## config.mk

```make
export PLATFORM = sky130hd
export DESIGN_NAME = uart_text_writer
export DESIGN_NICKNAME = d
export VERILOG_FILES = /design/src/rtl/uart_text_writer.sv
export SDC_FILE = /design/constraint.sdc
export NUM_CORES = 1
export LEC_CHECK = 0
export BUFFER_PORTS_ARGS = -buffer_cell sky130_fd_sc_hd__buf_2
export CAP_MARGIN = 40
export CELL_PAD_IN_SITES_DETAIL_PLACEMENT = 1
export CELL_PAD_IN_SITES_GLOBAL_PLACEMENT = 1
export CORE_MARGIN = 2
export CORE_UTILIZATION = 45
export DETAILED_ROUTE_END_ITERATION = 8
export GPL_ROUTABILITY_DRIVEN = 0
export PLACE_DENSITY = 0.85
export SYNTH_ARGS = -nofsm -noshare
export SYNTH_HDL_FRONTEND = slang
export SYNTH_SLANG_ARGS = --single-unit
```

## constraint.sdc

```tcl
create_clock -name clk -period 4.3 [get_ports clk]
set_clock_uncertainty 0.1 [all_clocks]
set_input_delay 0.86 -clock clk [delete_from_list [all_inputs] [get_ports clk]]
set_output_delay 0.86 -clock clk [all_outputs]
set_load 0.01 [all_outputs]
```

## src/rtl/uart_text_writer.sv

```systemverilog
// uart_text_writer: 8N1 UART receiver feeding a cursor engine that writes
// printable ASCII into a COLS x ROWS character RAM read by the text display.
// Handles carriage return, backspace, line wrap and screen wrap (no scroll).
// Optional build macro: TEXT_CLEAR_EN -- after reset, sweep 0x20 into every
// cell before accepting any received byte.
module uart_text_writer #(
    parameter int CLK_HZ = 100_000_000,
    parameter int BAUD   = 9600,
    parameter int COLS   = 80,
    parameter int ROWS   = 30,
    parameter int ADDR_W = 12
) (
    input  logic              clk,
    input  logic              reset,
    input  logic              rx,
    output logic              wr_en,
    output logic [ADDR_W-1:0] wr_addr,
    output logic [6:0]        wr_data,
    output logic [6:0]        cursor_col,
    output logic [4:0]        cursor_row,
    output logic              frame_err,
    output logic              clearing
);

    localparam int DIV_RAW = CLK_HZ / (BAUD * 16);
    localparam int DIV     = (DIV_RAW < 1) ? 1 : DIV_RAW;
    localparam int TICK_W  = (DIV > 1) ? $clog2(DIV) : 1;
    localparam int CELLS   = COLS * ROWS;

    typedef enum logic [1:0] {
        S_IDLE,
        S_START,
        S_DATA,
        S_STOP
    } rx_state_t;

    rx_state_t         rx_state;
    logic              rx_meta;
    logic              rx_sync;
    logic              rx_prev;
    logic              start_det;
    logic [TICK_W-1:0] tick_cnt;
    logic              tick;
    logic [3:0]        tick_num;
    logic [2:0]        bit_idx;
    logic [7:0]        byte_p0;
    logic              vld_p0;
    logic [7:0]        byte_p1;
    logic              vld_p1;
    logic              clr_active;
    logic [ADDR_W-1:0] clr_addr;

    // Linear cell address of a (col,row) position.
    function automatic logic [ADDR_W-1:0] cell_addr(input logic [6:0] c, input logic [4:0] r);
        return ADDR_W'(r) * ADDR_W'(COLS) + ADDR_W'(c);
    endfunction

    // Row after a line break; the screen wraps to the top instead of scrolling.
    function automatic logic [4:0] next_row(input logic [4:0] r);
        return (r == 5'(ROWS - 1)) ? 5'd0 : r + 5'd1;
    endfunction

    function automatic logic is_printable(input logic [7:0] b);
        return (b >= 8'h20) && (b <= 8'h7E);
    endfunction

    assign start_det = (rx_state == S_IDLE) && rx_prev && !rx_sync;
    assign tick      = (tick_cnt == TICK_W'(DIV - 1));

    // Two-flop synchroniser for the asynchronous line, plus a delayed copy for edge detection.
    always_ff @(posedge clk or posedge reset) begin
        if (reset) begin
            rx_meta <= 1'b1;
            rx_sync <= 1'b1;
            rx_prev <= 1'b1;
        end else begin
            rx_meta <= rx;
            rx_sync <= rx_meta;
            rx_prev <= rx_sync;
        end
    end

    // Oversample tick divider; re-phased at every start edge so samples land mid-bit.
    always_ff @(posedge clk or posedge reset) begin
        if (reset) begin
            tick_cnt <= '0;
        end else if (start_det || tick) begin
            tick_cnt <= '0;
        end else begin
            tick_cnt <= tick_cnt + TICK_W'(1);
        end
    end

    // Stage p0: receive FSM, producing a one-cycle byte-valid or frame-error pulse.
    always_ff @(posedge clk or posedge reset) begin
        if (reset) begin
            rx_state  <= S_IDLE;
            tick_num  <= '0;
            bit_idx   <= '0;
            byte_p0   <= '0;
            vld_p0    <= 1'b0;
            frame_err <= 1'b0;
        end else begin
            vld_p0    <= 1'b0;
            frame_err <= 1'b0;
            case (rx_state)
                S_IDLE: begin
                    if (start_det) begin
                        rx_state <= S_START;
                        tick_num <= '0;
                    end
                end
                S_START: begin
                    if (tick) begin
                        if (tick_num == 4'd7) begin
                            // Mid start bit: a line back high means it was a glitch.
                            tick_num <= '0;
                            bit_idx  <= '0;
                            rx_state <= rx_sync ? S_IDLE : S_DATA;
                        end else begin
                            tick_num <= tick_num + 4'd1;
                        end
                    end
                end
                S_DATA: begin
                    if (tick) begin
                        tick_num <= tick_num + 4'd1;
                        if (tick_num == 4'd15) begin
                            byte_p0 <= {rx_sync, byte_p0[7:1]};
                            bit_idx <= bit_idx + 3'd1;
                            if (bit_idx == 3'd7) begin
                                rx_state <= S_STOP;
                            end
                        end
                    end
                end
                S_STOP: begin
                    if (tick) begin
                        tick_num <= tick_num + 4'd1;
                        if (tick_num == 4'd15) begin
                            // A low stop bit drops the byte; IDLE then needs a fresh 1->0 edge.
                            rx_state <= S_IDLE;
                            if (rx_sync) begin
                                vld_p0 <= 1'b1;
                            end else begin
                                frame_err <= 1'b1;
                            end
                        end
                    end
                end
                default: rx_state <= S_IDLE;
            endcase
        end
    end

    // Stage p1: byte handed to the cursor engine (control valid is reset, data is not).
    always_ff @(posedge clk or posedge reset) begin
        if (reset) begin
            vld_p1 <= 1'b0;
        end else begin
            vld_p1 <= vld_p0;
        end
    end

    // Stage p1 data capture.
    always_ff @(posedge clk) begin
        if (vld_p0) begin
            byte_p1 <= byte_p0;
        end
    end

`ifdef TEXT_CLEAR_EN
    // Power-on sweep address generator; clearing stays high through the last write's cycle.
    always_ff @(posedge clk or posedge reset) begin
        if (reset) begin
            clr_active <= 1'b1;
            clr_addr   <= '0;
            clearing   <= 1'b1;
        end else begin
            clearing <= clr_active;
            if (clr_active) begin
                if (clr_addr == ADDR_W'(CELLS - 1)) begin
                    clr_active <= 1'b0;
                end else begin
                    clr_addr <= clr_addr + ADDR_W'(1);
                end
            end
        end
    end
`else
    assign clr_active = 1'b0;
    assign clr_addr   = '0;
    assign clearing   = 1'b0;
`endif

    // Stage p2: cursor engine and registered RAM write port.
    always_ff @(posedge clk or posedge reset) begin
        if (reset) begin
            wr_en      <= 1'b0;
            wr_addr    <= '0;
            wr_data    <= '0;
            cursor_col <= '0;
            cursor_row <= '0;
        end else begin
            wr_en <= 1'b0;
            if (clr_active) begin
                wr_en   <= 1'b1;
                wr_addr <= clr_addr;
                wr_data <= 7'h20;
            end else if (vld_p1 && !clearing) begin
                if (is_printable(byte_p1)) begin
                    wr_en   <= 1'b1;
                    wr_addr <= cell_addr(cursor_col, cursor_row);
                    wr_data <= byte_p1[6:0];
                    if (cursor_col == 7'(COLS - 1)) begin
                        cursor_col <= '0;
                        cursor_row <= next_row(cursor_row);
                    end else begin
                        cursor_col <= cursor_col + 7'd1;
                    end
                end else if (byte_p1 == 8'h0D) begin
                    cursor_col <= '0;
                    cursor_row <= next_row(cursor_row);
                end else if ((byte_p1 == 8'h08) && (cursor_col != 7'd0)) begin
                    wr_en      <= 1'b1;
                    wr_addr    <= cell_addr(cursor_col - 7'd1, cursor_row);
                    wr_data    <= 7'h20;
                    cursor_col <= cursor_col - 7'd1;
                end
            end
        end
    end

endmodule
```

-- Yosys cells after proc, flatten, opt, wreduce, memory -nomap -nowiden
Index checks and enable logic that the tools add are counted.
Widths: inputs -> output; s select.
- add/sub/neg operators: 8
- multiply operators: 1
- order comparisons: 2
- equal/unequal tests: 22
- mux-type cells: 47
- reductions and logical operators: 20
- operators with widths (operator ; count):
    $mux 7 ; 7
    $mux 12 ; 3
    $add 12x7->12 ; 2
    $mux 5 ; 4
    $mux 2 ; 9
    $ne 2x2->1 const B ; 9
    $eq 8x4->1 const B ; 2
    $mux 4 ; 4
    $mux 1 ; 12
    $mux 3 ; 4
    $pmux 4 s3 ; 1
    $reduce_and 3->1 ; 4
    $add 10x1->10 const B ; 1
    $eq 10x10->1 const B ; 1
    $mux 10 ; 1
    $ge 8x6->1 const B ; 1
    $le 8x7->1 const B ; 1
    $mul 5x3->8 const B ; 1
    $pmux 2 s4 ; 1
    $reduce_and 8->1 ; 1
    $add 7x1->7 const B ; 1
    $eq 7x7->1 const B ; 1
    $reduce_bool 7->1 ; 1
    $sub 7x1->7 const B ; 1
    20 further kinds ; 27
- register bits: 73
- input port bits: 3
- word-level logic and storage cells: 117

-- Logic depth before layout (Yosys ltp)
- word-level depth: 6
- gate-level depth with buffers: 13

-- Least setup slack after synthesis
Ideal clock, no wire load.
- kind: reg2reg
- start: register byte_p1[2]
- end: register wr_addr[11]
- arrival time: 3.013 ns
- setup slack: 1.122 ns
- stages on the path, launching flop included: 13
- period minus slack after synthesis: 3.178 ns
- cells stage by stage: edfxtp_1 and2_1 a31oi_1 clkbuf_1 clkbuf_1 nor2_1 xnor2_1 ha_1 a21o_1 a21oi_1 or4b_2 o21ai_0 mux2_2
- cells in the longest elaborated chain, start to end: 4
- elaborated cells on any way between the ends: 10
- classes of those cells: 2 x order compare; 3 x eq/ne; 1 x mux; 4 x reduce/logical
- RTL lines (element ; line ; source):
    from (decl) ; 48 ; logic [7:0] byte_p1;
    from (signal assigned) ; 168 ; byte_p1 <= byte_p0;
    $ge 8x6->1 (tied with other cells) ; 64 ; return (b >= 8'h20) && (b <= 8'h7E);
    $logic_and 1x1->1 (on tied branches) ; 64, 224 ;
    $ne 2x2->1 (no line) / $reduce_bool 2->1 (equally long branches) ; -- ;
    $reduce_and 3->1 (no line) ; -- ;
    to (signal assigned) ; 208 ; wr_addr <= clr_addr;
    to (signal assigned) ; 213 ; wr_addr <= cell_addr(cursor_col, cursor_row);
    to (signal assigned) ; 226 ; wr_addr <= cell_addr(cursor_col - 7'd1, cursor_row);
    to (decl) ; 17 ; output logic [ADDR_W-1:0] wr_addr,
Parallel ways exist; a longest one is shown, timed or not.
A chain may end at the register's enable or synchronous reset.

-- Worst setup path after layout
- start: register cursor_col[2]
- end: register wr_addr[11]
- cells in the longest elaborated chain, start to end: 5
- elaborated cells on any way between the ends: 10
- classes of those cells: 3 x add/sub; 3 x mux; 4 x reduce/logical
- RTL lines (element ; line ; source):
    from (decl) ; 19 ; output logic [6:0] cursor_col,
    from (signal assigned) ; 219 ; cursor_col <= cursor_col + 7'd1;
    from (signal assigned) ; 228 ; cursor_col <= cursor_col - 7'd1;
    $sub 7x1->7 ; 226 ;
    $add 12x7->12 ; 55 ; return ADDR_W'(r) * ADDR_W'(COLS) + ADDR_W'(c);
    $mux 12 ; 224 ; end else if ((byte_p1 == 8'h08) && (cursor_col != 7'd0)) begin
    $mux 12 ; 221 ; end else if (byte_p1 == 8'h0D) begin
    $mux 12 ; 211 ; if (is_printable(byte_p1)) begin
Parallel ways exist; a longest one is shown, timed or not. The select of a mux whose other input is x is not followed.

==> flow_metrics.env <==
export IMPL_ys_ff_latch=73
export IMPL_start_util_pct=46.3
export IMPL_drt_total_wl_um=8460
export IMPL_r2r_start="cursor_col[2]"
export IMPL_cp_arrival_ns=3.32
export IMPL_maxSlewHeadroom_pct=50.0
export IMPL_preCtsSetupSlack_ns=1.21
export IMPL_holdCritStartpoint="rx_meta"
export IMPL_antenna_found_initial=0
export IMPL_min_path_type="reg -> reg"
export IMPL_cts_setup_buffers=0
export IMPL_postSynthCellCount=351
export IMPL_setup_tns_ns=0
export IMPL_cp_start_kind="flop"
export IMPL_synth_edf_count=8
export IMPL_critical_path_class="reg -> reg"
export IMPL_io_buffers=35
export IMPL_synthFlopType="dfrtp_1"
export IMPL_overflow=0
export IMPL_drt_pass1_iter_count=5
export IMPL_syn2layout_area_growth_pct=12.0
export IMPL_drc_errors=0
export IMPL_yosysSeqAreaShare_pct=49.2
export IMPL_fin_ws_ns=1.18
export IMPL_setup_viol=0
export IMPL_cts_sinks=73
export IMPL_netlist_area_leader_share_pct=40.8
export IMPL_insertion_delay_ns=0.35
export IMPL_cts_hold_buf=0
export IMPL_whs_ns=0.260
export IMPL_ctsRootBufferMaster="clkbuf_8"
export IMPL_crit_required_ns=4.49
export IMPL_outcome="finished clean"
export IMPL_ir_worst_vdd_v=0.000195
export IMPL_n_fill_cell=895
export IMPL_ctsResizeCount=0
export IMPL_vias_per_cell=5.74
export IMPL_cp_max_fo=9
export IMPL_drt_iter0_drc=111
export IMPL_drv_slew=0
export IMPL_worst_pin_slew_ns=0.740
export IMPL_syn_area_per_cell_um2=10.8
export IMPL_synth_commonest_cells="dfrtp_1, nor2_1, o21ai_0, ha_1, nand2_1"
export IMPL_top_level_ports=37
export IMPL_async_flop_share_pct=89.0
export IMPL_power_density_mw_per_mm2=335
export IMPL_cts_clk_slew_worst_paths_ns=0.07
export IMPL_grt_pass1_vias=2919
export IMPL_drive_above_1_share_pct=22.3
export IMPL_ys_types=64
export IMPL_rsz0062_at_grt="no"
export IMPL_via_count=2847
export IMPL_numCtsBuffers=9
export IMPL_wl_per_cell_um=17.0
export IMPL_ctsHtreeMaxLevel=3
export IMPL_syn_nets=375
export IMPL_dieHeight_um=96.0
export IMPL_r2r_setup_slack_ns=1.18
export IMPL_ys_warnings_count=0
export IMPL_finalHoldViolations=0
export IMPL_grt_pass1_wl_um=14200
export IMPL_min_period_ns=3.12
export IMPL_drv_cap=0
export IMPL_die_area_mm2=0.00921
export IMPL_fmax_mhz=320
export IMPL_cp_end_kind="flop"
export IMPL_finalCritPeriodShare_pct=72.6
export IMPL_postRouteAntennaNets=0
export IMPL_core_area_mm2=0.00822
export IMPL_final_nets=410
export IMPL_synth_most_common_cell="dfrtp_1"
export IMPL_antenna_cells=0
export IMPL_fp_dieW_um=96.0
export IMPL_cts_tree="done"
export IMPL_synth_area_leaders="dfrtp_1, edfxtp_1, ha_1"
export IMPL_rows=33
export IMPL_dp_hpwl_um=6170
export IMPL_yosys_area_top_type="dfrtp_1"
export IMPL_syn_cell_area_mm2=0.00380
export IMPL_clk_path_buf_depth=2
export IMPL_final_core_util_pct=51.9
export IMPL_grt_use_total_pct=20.2
export IMPL_p_leak_nw=2.01
export IMPL_finalPower_mw=1.43
export IMPL_crit_start="cursor_col[2]"
export IMPL_grt_start_max_net_pins=35
final timing paths:
kind,to,cells after the start
worst min-delay path,rx_sync,0
max in group asynchronous,wr_addr[6],4
worst max register to register,wr_addr[11],10
worst min register to register,rx_sync,0
min in group asynchronous,bit_idx[2],2
worst max-delay path,wr_addr[11],10
cells in the final DEF, fill, tap and decap left out, types with 4 or more instances in the layout:
master and n:
buf_2 35, clkbuf_8 12, a21o_1 4, dfrtp_1 62, nor2_1 32, and4_1 4, mux2_2 15, xnor2_1 13
o22ai_1 4, edfxtp_1 8, a21oi_1 9, o31ai_1 4, nor2b_1 4, nor3_1 8, nand3_1 10, xor2_1 11
ha_1 19, a22o_1 10, inv_1 9, nand2b_1 6, o21ai_0 23, nand2_1 19
kinds of logic after synthesis:
kind of cell	count (synthesis)	share of synthesized area (%)
other cells	1	0.0986
mux	17	5.23
fa+ha+maj	21	7.30
xor+xnor	24	5.52
compound gates	76	13.7
simple gates	112	15.8
buf+inv	27	3.19
flops	73	49.2
cell type report:
class | count | area (um2) | area share (%)
clock buffer | 14 | 173 | 4.05
clock inverter | 2 | 12.5 | 0.294
inverter | 12 | 45.0 | 1.06
multi-input combinational | 251 | 1810 | 42.5
sequential | 73 | 1870 | 43.9
tap | 105 | 131 | 3.08
timing repair buffer | 39 | 218 | 5.11
critical path, cell delays in order, from the launching register on:
cell and delay [ns]:
dfrtp_1 0.47, or3_1 0.40, or3_1 0.38, nor2_1 0.13
xnor2_1 0.13, ha_1 0.30, a21o_1 0.10, a21oi_1 0.10
or4b_2 0.61, o21ai_0 0.17, mux2_2 0.17
report_power, final:
part / total, mW / switching [mW] / internal, mW
registers: 0.797 / 0.0593 / 0.737
clock network: 0.505 / 0.248 / 0.257
logic: 0.129 / 0.0734 / 0.0552
total: 1.43 / 0.381 / 1.05
through the flow:
step	area [um2]	instances
6_report	4260	496
5_1_grt	4260	496
4_1_cts	4260	496
3_5_place_dp	4080	480
3_3_place_gp	4060	479
2_1_floorplan	3800	351
sequential cells by signal, summed over array words and instances, names as in the netlist, named ones only:
signal and count:
bit_idx 3, frame_err 1, rx_sync 1, vld_p0 1, vld_p1 1, rx_state 1, wr_data 7, rx_prev 1
wr_addr 12, rx_meta 1, byte_p1 8, cursor_row 5, tick_cnt 10, wr_en 1, byte_p0 8, tick_num 4
cursor_col 7
routing by layer:
| metal | part of all wire (%) | routed length [um] | global-route usage [%] | up-vias |
|---|---|---|---|---|
| li1 | - | - | - | 1344 |
| met1 | 44 | 3700 | 24.2 | 1444 |
| met2 | 52 | 4390 | 35.4 | 45 |
| met3 | 2.7 | 232 | 4.70 | 14 |
| met4 | 1.6 | 134 | 7.14 | 0 |
| met5 | 0 | 0 | 0 | - |
No activity file was read; power rests on OpenSTA's default activity.
